--- config.mk ---
export PLATFORM = sky130hd
export DESIGN_NAME = vga_timing_gen_flat
export DESIGN_NICKNAME = d
export VERILOG_FILES = /design/src/rtl/vga_timing_pkg.sv /design/src/rtl/vga_timing_gen_if.sv /design/src/rtl/vga_delay_line.sv /design/src/rtl/vga_timing_gen.sv /design/src/flat_wrapper.sv
export SDC_FILE = /design/constraint.sdc
export NUM_CORES = 1
export LEC_CHECK = 0
export ABC_CLOCK_PERIOD_IN_PS = 2800
export BUFFER_PORTS_ARGS = -buffer_cell sky130_fd_sc_hd__buf_4
export CELL_PAD_IN_SITES_DETAIL_PLACEMENT = 1
export CELL_PAD_IN_SITES_GLOBAL_PLACEMENT = 1
export CORE_ASPECT_RATIO = 0.6
export CORE_MARGIN = 5
export CORE_UTILIZATION = 44
export DETAILED_ROUTE_END_ITERATION = 8
export PLACE_DENSITY = 0.75
export SLEW_MARGIN = 20
export SYNTH_ARGS = -nofsm -noshare
export SYNTH_HDL_FRONTEND = slang
export SYNTH_SLANG_ARGS = --single-unit
--- constraint.sdc ---
create_clock -name iVGA_CLK -period 2.8 [get_ports iVGA_CLK]
set_clock_uncertainty 0.2 [all_clocks]
set_input_delay 0.42 -clock iVGA_CLK [delete_from_list [all_inputs] [get_ports iVGA_CLK]]
set_output_delay 0.42 -clock iVGA_CLK [all_outputs]
set_load 0.01 [all_outputs]
--- src/rtl/vga_timing_pkg.sv ---
// -----------------------------------------------------------------------------
// vga_timing_pkg
// Shared definitions for the VGA raster timing generator:
//   - default 640x480 timing constants and output widths
//   - derived line/frame total helper
//   - FSM state encoding (IDLE = 0, RUN = 1, STOPPING = 2)
// -----------------------------------------------------------------------------
package vga_timing_pkg;

   localparam int COORD_W = 12;   // width of coordinates and raster counters
   localparam int FCNT_W  = 16;   // width of the completed-frame counter

   // Default 640x480 @ 60 Hz timing
   localparam int DEF_H_ACT  = 640;
   localparam int DEF_H_FP   = 16;
   localparam int DEF_H_SYNC = 96;
   localparam int DEF_H_BP   = 48;
   localparam int DEF_V_ACT  = 480;
   localparam int DEF_V_FP   = 10;
   localparam int DEF_V_SYNC = 2;
   localparam int DEF_V_BP   = 33;

   typedef enum logic [1:0] {
      ST_IDLE     = 2'd0,
      ST_RUN      = 2'd1,
      ST_STOPPING = 2'd2
   } vga_state_e;

   // Total clocks per line (or lines per frame) from its four segments
   function automatic int timing_total(input int act, input int fp,
                                       input int sync, input int bp);
      return act + fp + sync + bp;
   endfunction

   function automatic int h_total(input int act, input int fp,
                                  input int sync, input int bp);
      return timing_total(act, fp, sync, bp);
   endfunction

   function automatic int v_total(input int act, input int fp,
                                  input int sync, input int bp);
      return timing_total(act, fp, sync, bp);
   endfunction

endpackage

--- src/rtl/vga_timing_gen_if.sv ---
// -----------------------------------------------------------------------------
// vga_timing_gen_if
// Bundle between the timing generator and the pixel pipeline.
//   iRun        : run request (consumer/harness -> generator)
//   oVGA_X/Y    : active-area coordinates
//   oActive     : coordinates valid
//   oEnd_Frame  : vertical blanking indication
//   oH_SYNC/oV_SYNC/oBLANK_n : delayed sync/blank towards the DAC
//   oFrame_cnt  : completed-frame counter
// master = generator side, slave = consumer side.
// -----------------------------------------------------------------------------
interface vga_timing_gen_if;
   import vga_timing_pkg::*;

   logic               iRun;
   logic [COORD_W-1:0] oVGA_X;
   logic [COORD_W-1:0] oVGA_Y;
   logic               oActive;
   logic               oEnd_Frame;
   logic               oH_SYNC;
   logic               oV_SYNC;
   logic               oBLANK_n;
   logic [FCNT_W-1:0]  oFrame_cnt;

   modport master (
      input  iRun,
      output oVGA_X, oVGA_Y, oActive, oEnd_Frame,
             oH_SYNC, oV_SYNC, oBLANK_n, oFrame_cnt
   );

   modport slave (
      output iRun,
      input  oVGA_X, oVGA_Y, oActive, oEnd_Frame,
             oH_SYNC, oV_SYNC, oBLANK_n, oFrame_cnt
   );
endinterface

--- src/rtl/vga_delay_line.sv ---
// -----------------------------------------------------------------------------
// vga_delay_line
// DEPTH-deep, W-bit shift register with a reset-value input. DEPTH = 0 is a
// plain wire.
//   clk_i     : clock
//   rst_n_i   : asynchronous active-low reset
//   rst_val_i : value loaded into every stage on reset
//   d_i       : data in
//   q_o       : data out, DEPTH cycles later
// -----------------------------------------------------------------------------
module vga_delay_line #(
   parameter int DEPTH = 1,
   parameter int W     = 3
) (
   input  logic         clk_i,
   input  logic         rst_n_i,
   input  logic [W-1:0] rst_val_i,
   input  logic [W-1:0] d_i,
   output logic [W-1:0] q_o
);

   generate
      if (DEPTH == 0) begin : g_wire
         assign q_o = d_i;
      end else begin : g_shift
         logic [W-1:0] stage_q [DEPTH];

         // Shift chain; reset fills every stage with the deasserted pattern
         always_ff @(posedge clk_i or negedge rst_n_i) begin
            if (!rst_n_i) begin
               for (int i = 0; i < DEPTH; i++) begin
                  stage_q[i] <= rst_val_i;
               end
            end else begin
               stage_q[0] <= d_i;
               for (int i = 1; i < DEPTH; i++) begin
                  stage_q[i] <= stage_q[i-1];
               end
            end
         end

         assign q_o = stage_q[DEPTH-1];
      end
   endgenerate

endmodule

--- src/rtl/vga_timing_gen.sv ---
// -----------------------------------------------------------------------------
// vga_timing_gen
// Raster timing generator: horizontal/vertical counters, run/stop FSM that
// only stops on a frame boundary, registered coordinates and a delayed
// sync/blank path aligned with the consumer's registered colour outputs.
//   iVGA_CLK : pixel clock
//   iRST_n   : asynchronous active-low reset
//   vga      : vga_timing_gen_if.master (iRun in, timing outputs out)
// -----------------------------------------------------------------------------
module vga_timing_gen
   import vga_timing_pkg::*;
#(
   parameter int H_ACT    = DEF_H_ACT,
   parameter int H_FP     = DEF_H_FP,
   parameter int H_SYNC   = DEF_H_SYNC,
   parameter int H_BP     = DEF_H_BP,
   parameter int V_ACT    = DEF_V_ACT,
   parameter int V_FP     = DEF_V_FP,
   parameter int V_SYNC   = DEF_V_SYNC,
   parameter int V_BP     = DEF_V_BP,
   parameter int SYNC_POL = 0,
   parameter int PIPE_DLY = 1
) (
   input  logic             iVGA_CLK,
   input  logic             iRST_n,
   vga_timing_gen_if.master vga
);

   localparam int H_TOT = h_total(H_ACT, H_FP, H_SYNC, H_BP);
   localparam int V_TOT = v_total(V_ACT, V_FP, V_SYNC, V_BP);

   localparam logic [COORD_W-1:0] H_LAST   = COORD_W'(H_TOT - 1);
   localparam logic [COORD_W-1:0] V_LAST   = COORD_W'(V_TOT - 1);
   localparam logic [COORD_W-1:0] H_ACT_C  = COORD_W'(H_ACT);
   localparam logic [COORD_W-1:0] V_ACT_C  = COORD_W'(V_ACT);
   localparam logic [COORD_W-1:0] H_SS     = COORD_W'(H_ACT + H_FP);
   localparam logic [COORD_W-1:0] H_SE     = COORD_W'(H_ACT + H_FP + H_SYNC);
   localparam logic [COORD_W-1:0] V_SS     = COORD_W'(V_ACT + V_FP);
   localparam logic [COORD_W-1:0] V_SE     = COORD_W'(V_ACT + V_FP + V_SYNC);
   localparam logic               SYNC_ON  = (SYNC_POL != 0) ? 1'b1 : 1'b0;
   localparam logic               SYNC_OFF = ~SYNC_ON;
   // {hs, vs, blank_n} when nothing is being displayed
   localparam logic [2:0]         SYNC_RST = {SYNC_OFF, SYNC_OFF, 1'b0};

   vga_state_e         state_q, state_d;
   logic [COORD_W-1:0] h_cnt_q, h_cnt_d;
   logic [COORD_W-1:0] v_cnt_q, v_cnt_d;
   logic [COORD_W-1:0] x_q, x_d;
   logic [COORD_W-1:0] y_q, y_d;
   logic               active_q, active_d;
   logic               eof_q, eof_d;
   logic [FCNT_W-1:0]  frame_cnt_q, frame_cnt_d;
   logic [2:0]         sync_q, sync_d;
   logic [2:0]         dly_s;

   logic running_s, h_last_s, v_last_s, frame_wrap_s;
   logic active_s, hs_on_s, vs_on_s;

   assign running_s    = (state_q != ST_IDLE);
   assign h_last_s     = (h_cnt_q == H_LAST);
   assign v_last_s     = (v_cnt_q == V_LAST);
   // Last clock of a frame while counting; the only point where stopping is allowed
   assign frame_wrap_s = running_s && h_last_s && v_last_s;

   assign active_s = running_s && (h_cnt_q < H_ACT_C) && (v_cnt_q < V_ACT_C);
   assign hs_on_s  = running_s && (h_cnt_q >= H_SS) && (h_cnt_q < H_SE);
   assign vs_on_s  = running_s && (v_cnt_q >= V_SS) && (v_cnt_q < V_SE);

   // Run/stop FSM next state; iRun returning during STOPPING wins over the wrap
   always_comb begin
      state_d = state_q;
      case (state_q)
         ST_IDLE: begin
            if (vga.iRun) state_d = ST_RUN;
            else          state_d = ST_IDLE;
         end
         ST_RUN: begin
            if (!vga.iRun) state_d = ST_STOPPING;
            else           state_d = ST_RUN;
         end
         ST_STOPPING: begin
            if (vga.iRun)         state_d = ST_RUN;
            else if (frame_wrap_s) state_d = ST_IDLE;
            else                  state_d = ST_STOPPING;
         end
         default: state_d = ST_IDLE;
      endcase
   end

   // Raster counters: held at 0 in IDLE, so RUN always starts at h=0, v=0
   always_comb begin
      h_cnt_d = h_cnt_q;
      v_cnt_d = v_cnt_q;
      if (!running_s) begin
         h_cnt_d = '0;
         v_cnt_d = '0;
      end else if (h_last_s) begin
         h_cnt_d = '0;
         if (v_last_s) v_cnt_d = '0;
         else          v_cnt_d = v_cnt_q + COORD_W'(1);
      end else begin
         h_cnt_d = h_cnt_q + COORD_W'(1);
      end
   end

   // Next values of the output registers derived from the current counter state
   always_comb begin
      x_d         = active_s ? h_cnt_q : '0;
      y_d         = (running_s && (v_cnt_q < V_ACT_C)) ? v_cnt_q : '0;
      active_d    = active_s;
      eof_d       = running_s && (v_cnt_q >= V_ACT_C);
      sync_d      = {hs_on_s ? SYNC_ON : SYNC_OFF, vs_on_s ? SYNC_ON : SYNC_OFF, active_s};
      if (frame_wrap_s) frame_cnt_d = frame_cnt_q + FCNT_W'(1);
      else              frame_cnt_d = frame_cnt_q;
   end

   // State, counters and first output stage
   always_ff @(posedge iVGA_CLK or negedge iRST_n) begin
      if (!iRST_n) begin
         state_q     <= ST_IDLE;
         h_cnt_q     <= '0;
         v_cnt_q     <= '0;
         x_q         <= '0;
         y_q         <= '0;
         active_q    <= 1'b0;
         eof_q       <= 1'b0;
         frame_cnt_q <= '0;
         sync_q      <= SYNC_RST;
      end else begin
         state_q     <= state_d;
         h_cnt_q     <= h_cnt_d;
         v_cnt_q     <= v_cnt_d;
         x_q         <= x_d;
         y_q         <= y_d;
         active_q    <= active_d;
         eof_q       <= eof_d;
         frame_cnt_q <= frame_cnt_d;
         sync_q      <= sync_d;
      end
   end

   // Sync/blank get PIPE_DLY extra cycles to line up with the colour registers
   vga_delay_line #(
      .DEPTH (PIPE_DLY),
      .W     (3)
   ) u_dly (
      .clk_i     (iVGA_CLK),
      .rst_n_i   (iRST_n),
      .rst_val_i (SYNC_RST),
      .d_i       (sync_q),
      .q_o       (dly_s)
   );

   assign vga.oVGA_X     = x_q;
   assign vga.oVGA_Y     = y_q;
   assign vga.oActive    = active_q;
   assign vga.oEnd_Frame = eof_q;
   assign vga.oFrame_cnt = frame_cnt_q;
   assign vga.oH_SYNC    = dly_s[2];
   assign vga.oV_SYNC    = dly_s[1];
   assign vga.oBLANK_n   = dly_s[0];

endmodule

--- src/flat_wrapper.sv ---
// flat-port wrapper written by rule: the top's interface ports become plain ports
module vga_timing_gen_flat import vga_timing_pkg::*;
#(
   parameter int H_ACT    = DEF_H_ACT,
   parameter int H_FP     = DEF_H_FP,
   parameter int H_SYNC   = DEF_H_SYNC,
   parameter int H_BP     = DEF_H_BP,
   parameter int V_ACT    = DEF_V_ACT,
   parameter int V_FP     = DEF_V_FP,
   parameter int V_SYNC   = DEF_V_SYNC,
   parameter int V_BP     = DEF_V_BP,
   parameter int SYNC_POL = 0,
   parameter int PIPE_DLY = 1
)
  (iVGA_CLK, iRST_n, vga_iRun, vga_oVGA_X, vga_oVGA_Y, vga_oActive, vga_oEnd_Frame, vga_oH_SYNC, vga_oV_SYNC, vga_oBLANK_n, vga_oFrame_cnt);
  vga_timing_gen_if vga_i ();
  input  logic iVGA_CLK;
  input  logic iRST_n;
  input wire logic [$bits(vga_i.iRun)-1:0] vga_iRun;
  output wire logic [$bits(vga_i.oVGA_X)-1:0] vga_oVGA_X;
  output wire logic [$bits(vga_i.oVGA_Y)-1:0] vga_oVGA_Y;
  output wire logic [$bits(vga_i.oActive)-1:0] vga_oActive;
  output wire logic [$bits(vga_i.oEnd_Frame)-1:0] vga_oEnd_Frame;
  output wire logic [$bits(vga_i.oH_SYNC)-1:0] vga_oH_SYNC;
  output wire logic [$bits(vga_i.oV_SYNC)-1:0] vga_oV_SYNC;
  output wire logic [$bits(vga_i.oBLANK_n)-1:0] vga_oBLANK_n;
  output wire logic [$bits(vga_i.oFrame_cnt)-1:0] vga_oFrame_cnt;
  assign vga_i.iRun = vga_iRun;
  assign vga_oVGA_X = vga_i.oVGA_X;
  assign vga_oVGA_Y = vga_i.oVGA_Y;
  assign vga_oActive = vga_i.oActive;
  assign vga_oEnd_Frame = vga_i.oEnd_Frame;
  assign vga_oH_SYNC = vga_i.oH_SYNC;
  assign vga_oV_SYNC = vga_i.oV_SYNC;
  assign vga_oBLANK_n = vga_i.oBLANK_n;
  assign vga_oFrame_cnt = vga_i.oFrame_cnt;
  vga_timing_gen #(.H_ACT(H_ACT), .H_FP(H_FP), .H_SYNC(H_SYNC), .H_BP(H_BP), .V_ACT(V_ACT), .V_FP(V_FP), .V_SYNC(V_SYNC), .V_BP(V_BP), .SYNC_POL(SYNC_POL), .PIPE_DLY(PIPE_DLY)) u_core (.iVGA_CLK(iVGA_CLK), .iRST_n(iRST_n), .vga(vga_i));
endmodule
==> reports/summary.txt, run 1 <==
Status -> finished, final reports clean
Pwr dens -> 582.9 nW/um^2
Crit path capture type -> flip-flop
#FFs+latches synth -> 73
I/O pins -> 48
Slew @ Worst Pin -> 0.9062 ns
Uppermost layer routed -> met4
Avg Cell Area, Syn -> 11.25 um^2
Final-layout fill cell count -> 738
Sequential share of the synthesized area -> 58.37%
DPL Wire Length -> 5291 um
Clk Tree Root Cell -> clkbuf_16
Cell variety after synth -> 44
# hold bufs at CTS -> 0
Core area -> 6792 um^2
Maximum VDD drop -> 0.3143 mV
Synthesized instance count -> 279
First-pass GRT wire length -> 12,690 um
First-pass DRT Iterations -> 4
Crit start category -> flip-flop
Final Instance Count excl. Fillers -> 431
Fmax -> 378.3 MHz
Reg clk slew, reported paths -> 0.06 ns
Row count -> 23
Die Wd -> 119.0 um
R2R Path End -> u_core.vga.oFrame_cnt[5]$_DFFE_PN0P_
Synthesized area -> 3138 um^2
Detail Route met2 WL -> 3266 um
Leakage -> 1.813 nW
Min-delay worst type -> input port to async pin
Vias -> 2,307
Async S/R FF share, synth -> 100.0%
DRT iter0 DRCs -> 110
M1 WL -> 3695 um
Global placement routability congestion -> 0.7952
Vias in the first global route -> 2,518
Share of post-route cells with drive strength above 1 -> 22.38%
Routed Antenna Nets -> 0
Antenna violations before repair -> 0
Synth Flop Type -> dfrtp_1
Overall Power -> 2.256 mW
GRT overflow -> 0
Slew headroom -> 39.59%
CTS resizes -> 0
Final hold violation count -> 0
Crit path time final -> 2.643 ns
Worst-case clock buffer depth -> 2
Post-route clock period utilization -> 94.40%
Worst hold slack -> 0.01282 ns
Metal3 WL -> 382 um
Vias/cell -> 5.353
# port buffers -> 47
# Post-CTS Setup Buffers -> 0
Cell with the most instances after synthesis -> dfrtp_1
CTS Buf Count -> 9
Clock latency on the worst-skew pair -> 0.33 ns
Post-synth EDFFs -> 0
Total Die Area -> 8976 um^2
Reg2reg start -> u_core.v_cnt_q[1]$_DFFE_PN0P_
R2R cell count -> 7
GRT Overall Usage -> 18.57%
Post-Route Setup TNS -> 0 ns
Final setup vio count -> 0
Initial core utilization -> 46.20%
Yosys top cell by area -> dfrtp_1
# DRC -> 0
Pins Over Slew Limit -> 0
Largest net degree at the start of global routing -> 74
CTS H-tree depth -> 3
Die height -> 75.42 um
Nets -> 348
Placed cells -> 415
RSZ-0062 raised after global routing -> no
Required time worst endpoint -> 2.82 ns
Max Cap Viol -> 0
R2R setup slack -> 0.16 ns
Top-area cell type share of the netlist area -> 55.02%
Synth top area cells -> dfrtp_1 (55%), xnor2_1 (5.0%), and2_1 (3.8%)
Wire per inst -> 17.37 um
Area grow syn2layout -> 23.33%
TritonCTS clock tree -> done
Critical path class -> flip-flop to flip-flop
Crit Path Max Fanout -> 7
CP arrival -> 2.66 ns
Overall routed net length -> 7485 um
Antenna diodes -> 0
Most instantiated cells after synthesis -> dfrtp_1 (69), nand2_1 (21), and2_1 (19), nor2_1 (19), xnor2_1 (18)
Ys Warns -> 0
CTS Sinks -> 73
## power by group
group,switching (mW),leakage (nW),internal (mW)
Sequential,0.0201,0.982,1.08
Combinational,0.0771,0.704,0.0477
Clock,0.405,0.128,0.624
Total,0.502,1.81,1.75
## state kept, by name, indices dropped and copies added, names as in the netlist
name and count:
u_core.vga.oVGA_X 12, u_core.vga.oEnd_Frame 1, u_core.sync_q 3, u_core.h_cnt_q 12, u_core.state_q 2, u_core.vga.oVGA_Y 12
u_core.vga.oFrame_cnt 16, u_core.u_dly.q_o 3, u_core.v_cnt_q 12
## how the worst max path moves through the flow
| stage | from | to | slack (ns) |
|---|---|---|---|
| 6_report | u_core.v_cnt_q[1]$_DFFE_PN0P_ | u_core.vga.oFrame_cnt[5]$_DFFE_PN0P_ | 0.16 |
| 5_1_grt | u_core.v_cnt_q[1]$_DFFE_PN0P_ | u_core.vga.oFrame_cnt[5]$_DFFE_PN0P_ | 0.02 |
| 4_1_cts | u_core.v_cnt_q[1]$_DFFE_PN0P_ | u_core.vga.oFrame_cnt[5]$_DFFE_PN0P_ | 0.23 |
| 3_5_place_dp | u_core.v_cnt_q[1]$_DFFE_PN0P_ | u_core.vga.oFrame_cnt[1]$_DFFE_PN0P_ | 0.25 |
| 3_3_place_gp | u_core.v_cnt_q[0]$_DFFE_PN0P_ | u_core.vga.oFrame_cnt[8]$_DFFE_PN0P_ | 0.35 |
| 2_1_floorplan | u_core.h_cnt_q[11]$_DFF_PN0_ | u_core.vga.oFrame_cnt[1]$_DFFE_PN0P_ | 0.65 |
## placed cells by master, fill, tap and decap left out, types with 5 or more instances in the layout
| cell | synthesis | routed |
|---|---|---|
| clkbuf_1 | 1 | 5 |
| ha_1 | 6 | 6 |
| o21ai_0 | 7 | 7 |
| a31oi_1 | 6 | 6 |
| nand3_1 | 17 | 17 |
| dfrtp_1 | 69 | 69 |
| and3_1 | 10 | 10 |
| xor2_1 | 7 | 7 |
| nand2_1 | 21 | 21 |
| buf_4 | 2 | 52 |
| clkbuf_16 | 0 | 9 |
| nor3_1 | 8 | 8 |
| a21oi_1 | 8 | 8 |
| conb_1 | 1 | 5 |
| xnor2_1 | 18 | 18 |
| nand4_1 | 11 | 11 |
| nor2_1 | 19 | 19 |
| inv_1 | 7 | 7 |
| and2_1 | 19 | 19 |
## logic make-up (layout without fill, tap and decap cells)
logic type / count (synthesis) / count (layout) / synth area share, %
simple gates: 132 / 132 / 24.48
flops: 73 / 73 / 58.37
compound gates: 27 / 27 / 5.024
xor+xnor: 25 / 25 / 6.978
buf+inv: 14 / 75 / 2.272
fa+ha+maj: 6 / 6 / 2.392
other cells: 1 / 5 / 0.1195
mux: 1 / 1 / 0.3588
## cell type report
type	count	area, um^2	area share (%)
clock buffer	15	257.7	6.660
sequential	73	1832	47.33
clock inverter	1	5.005	0.1293
multi-input combinational	196	1250	32.30
tap	87	108.9	2.813
inverter	7	26.28	0.6790
timing repair buffer	52	390.4	10.09
## per-layer routing
layer | track usage [%] | vias up
li1 | - | 1081
met1 | 25.04 | 1154
met2 | 28.27 | 57
met3 | 6.306 | 15
met4 | 7.060 | 0
met5 | 0 | -
## critical path: stages (launching register included)
cell	delay, ns
dfrtp_1	0.45
inv_1	0.14
ha_1	0.15
nor4bb_1	0.48
nand4_1	0.34
nor4_2	0.45
nand3_1	0.17
xnor2_1	0.15
## through the flow
stage,util [%],setup WS (ns),area (um^2)
2_1_floorplan,-,0.6518,3153
6_report,56.98,0.1569,3870
3_5_place_dp,53.11,0.2524,3607
4_1_cts,56.98,0.2277,3870
5_1_grt,56.98,0.02101,3870
3_3_place_gp,53.11,0.3531,3607
(Power assumes the default switching activity.)
==> run 2, diff against run 1 <==
--- a/config.mk
+++ b/config.mk
@@ -13,7 +13,7 @@
 export CORE_MARGIN = 5
 export CORE_UTILIZATION = 44
 export DETAILED_ROUTE_END_ITERATION = 8
-export PLACE_DENSITY = 0.75
+export PLACE_DENSITY = 0.78
 export SLEW_MARGIN = 20
 export SYNTH_ARGS = -nofsm -noshare
 export SYNTH_HDL_FRONTEND = slang
==> run 2 against run 1 <==
Total power increased by 6.0%. Flip-flop and latch count stayed put. Largest power group is now the clock network. Clock-buffer cell count down 1. Core utilization increased by 0.57 points. Sequential power is essentially flat. Sequential share of layout area shrank 0.47 points.
==> reports/summary.txt, run 2 (same netlist as run 1, synthesis figures left out) <==
Psw -> 505.0 uW
Internal power -> 1.886 mW
TritonCTS clock tree -> done
First-pass GRT wire length -> 12,770 um
Status -> finished, final reports clean
GRT overflow -> 0
Critical path class -> flip-flop to flip-flop
Commonest non-fill, non-tap cells in the layout -> dfrtp_1 (69), buf_4 (51), nand2_1 (21), nor2_1 (19), and2_1 (19)
Nets -> 347
Share of post-route cells with drive strength above 1 -> 23.03%
Final Instance Count excl. Fillers -> 430
Clk Tree Root Cell -> clkbuf_16
Final hold violation count -> 0
Total Die Area -> 8976 um^2
Slew headroom -> 40.53%
Fmax -> 388.8 MHz
CTS H-tree depth -> 3
Core area -> 6792 um^2
Slew @ Worst Pin -> 0.8920 ns
Maximum VDD drop -> 0.4258 mV
Flop pwr share -> 46.3%
# Post-CTS Setup Buffers -> 0
Largest net degree at the start of global routing -> 74
Initial core utilization -> 46.20%
Max reg flops -> 16
RSZ-0062 raised after global routing -> no
Switching part of the total -> 21.12%
CP endpoint -> u_core.v_cnt_q[11]$_DFFE_PN0P_
CTS Sinks -> 73
Area grow syn2layout -> 24.56%
Vias/cell -> 5.314
R2R setup slack -> 0.23 ns
Routed Antenna Nets -> 0
# hold bufs at CTS -> 0
DPL Wire Length -> 5243 um
Post-route clock period utilization -> 91.86%
DRT iter0 DRCs -> 165
CTS resizes -> 0
Final-layout fill cell count -> 725
Combinational Power Share -> 4.9%
Reg2reg start -> u_core.h_cnt_q[4]$_DFF_PN0_
Max Cap Viol -> 0
Wire per inst -> 17.28 um
Post-Route Setup TNS -> 0 ns
Crit path time final -> 2.572 ns
CP arrival -> 2.62 ns
# DRC -> 0
Clock share of power -> 48.9%
# port buffers -> 47
Final setup vio count -> 0
CTS Buf Count -> 9
GRT Overall Usage -> 18.50%
Die Wd -> 119.0 um
Row count -> 23
Register Area -> 1832 um^2
Placed cells -> 414
Vias -> 2,285
Area of the multi-input gates -> 1250 um^2
Antenna violations before repair -> 0
First-pass DRT Iterations -> 4
I/O pins -> 48
Clock latency on the worst-skew pair -> 0.34 ns
Reg clk slew, reported paths -> 0.05 ns
Global placement routability congestion -> 0.7894
Antenna diodes -> 0
Leakage -> 1.834 nW
Crit start category -> flip-flop
Crit Path Max Fanout -> 15
R2R Path End -> u_core.v_cnt_q[11]$_DFFE_PN0P_
Most common cell after layout, fill and taps aside -> dfrtp_1
Pwr dens -> 611.7 nW/um^2
Min-delay worst type -> input port to async pin
Overall routed net length -> 7432 um
Worst-case clock buffer depth -> 2
Die height -> 75.42 um
Vias in the first global route -> 2,426
Crit path capture type -> flip-flop
Required time worst endpoint -> 2.85 ns
Crit path launch -> u_core.h_cnt_q[4]$_DFF_PN0_
R2R cell count -> 5
Pins Over Slew Limit -> 0
[run 2: cell types whose count changed in the layout (fill, tap and decap cells not counted)]
cell / delta
clkbuf_1: -3
bufinv_16: +1
buf_4: -1
clkbuf_8: +2
[run 2: power groups by stage]
stage	logic, mW	clock network [mW]	registers, mW
4_1_cts	0.121	1.20	1.11
6_report	0.117	1.17	1.11
5_1_grt	0.133	1.25	1.11
2_1_floorplan	0.0454	0	1.12
3_5_place_dp	0.119	0	1.12
3_3_place_gp	0.116	0	1.12
[run 2: final cells by class]
type                       count  area share (%)
multi-input combinational    196           31.98
sequential                    73           46.86
clock inverter                 2          0.8963
tap                           87           2.785
clock buffer                  14           7.010
timing repair buffer          51           9.795
inverter                       7          0.6722
[run 2: through the flow]
step	power, mW	util, %	hold WS [ns]	area, um^2	worst slack (ns)
2_1_floorplan	1.169	-	-0.07559	3153	0.6518
3_3_place_gp	1.237	53.00	0.1454	3600	0.3451
3_5_place_dp	1.243	53.00	0.1500	3600	0.2234
4_1_cts	2.423	57.55	0.02681	3909	0.2309
5_1_grt	2.493	57.55	0.03685	3909	0.08969
6_report	2.391	57.55	0.02490	3909	0.2278
[run 2: worst min path at each step]
stage          cells after the start                               to                       start  slack, ns
4_1_cts                            2      u_core.state_q[1]$_DFF_PN0_                    vga_iRun       0.03
2_1_floorplan                      0      u_core.h_cnt_q[0]$_DFF_PN0_                      iRST_n      -0.08
3_3_place_gp                       0    u_core.u_dly.q_o[2]$_DFF_PN1_  u_core.sync_q[2]$_DFF_PN1_       0.15
3_5_place_dp                       0    u_core.u_dly.q_o[2]$_DFF_PN1_  u_core.sync_q[2]$_DFF_PN1_       0.15
5_1_grt                            2      u_core.state_q[1]$_DFF_PN0_                    vga_iRun       0.04
6_report                           1  u_core.vga.oVGA_X[11]$_DFF_PN0_                      iRST_n       0.02
[run 2: critical path, stage by stage, from the launching register on]
cell	delay, ns
dfrtp_1	0.50
or4b_4	0.54
or2_4	0.29
nor3_4	0.52
or2b_1	0.28
a31oi_1	0.17
[run 2: metal layers]
| metal | vias to the layer above | part of all wire [%] | track usage, % |
|---|---|---|---|
| met3 | 6 | 5.0 | 6.157 |
| li1 | 1084 | - | - |
| met5 | - | 0 | 0 |
| met4 | 0 | 0.71 | 6.162 |
| met1 | 1147 | 50 | 24.95 |
| met2 | 48 | 45 | 28.64 |
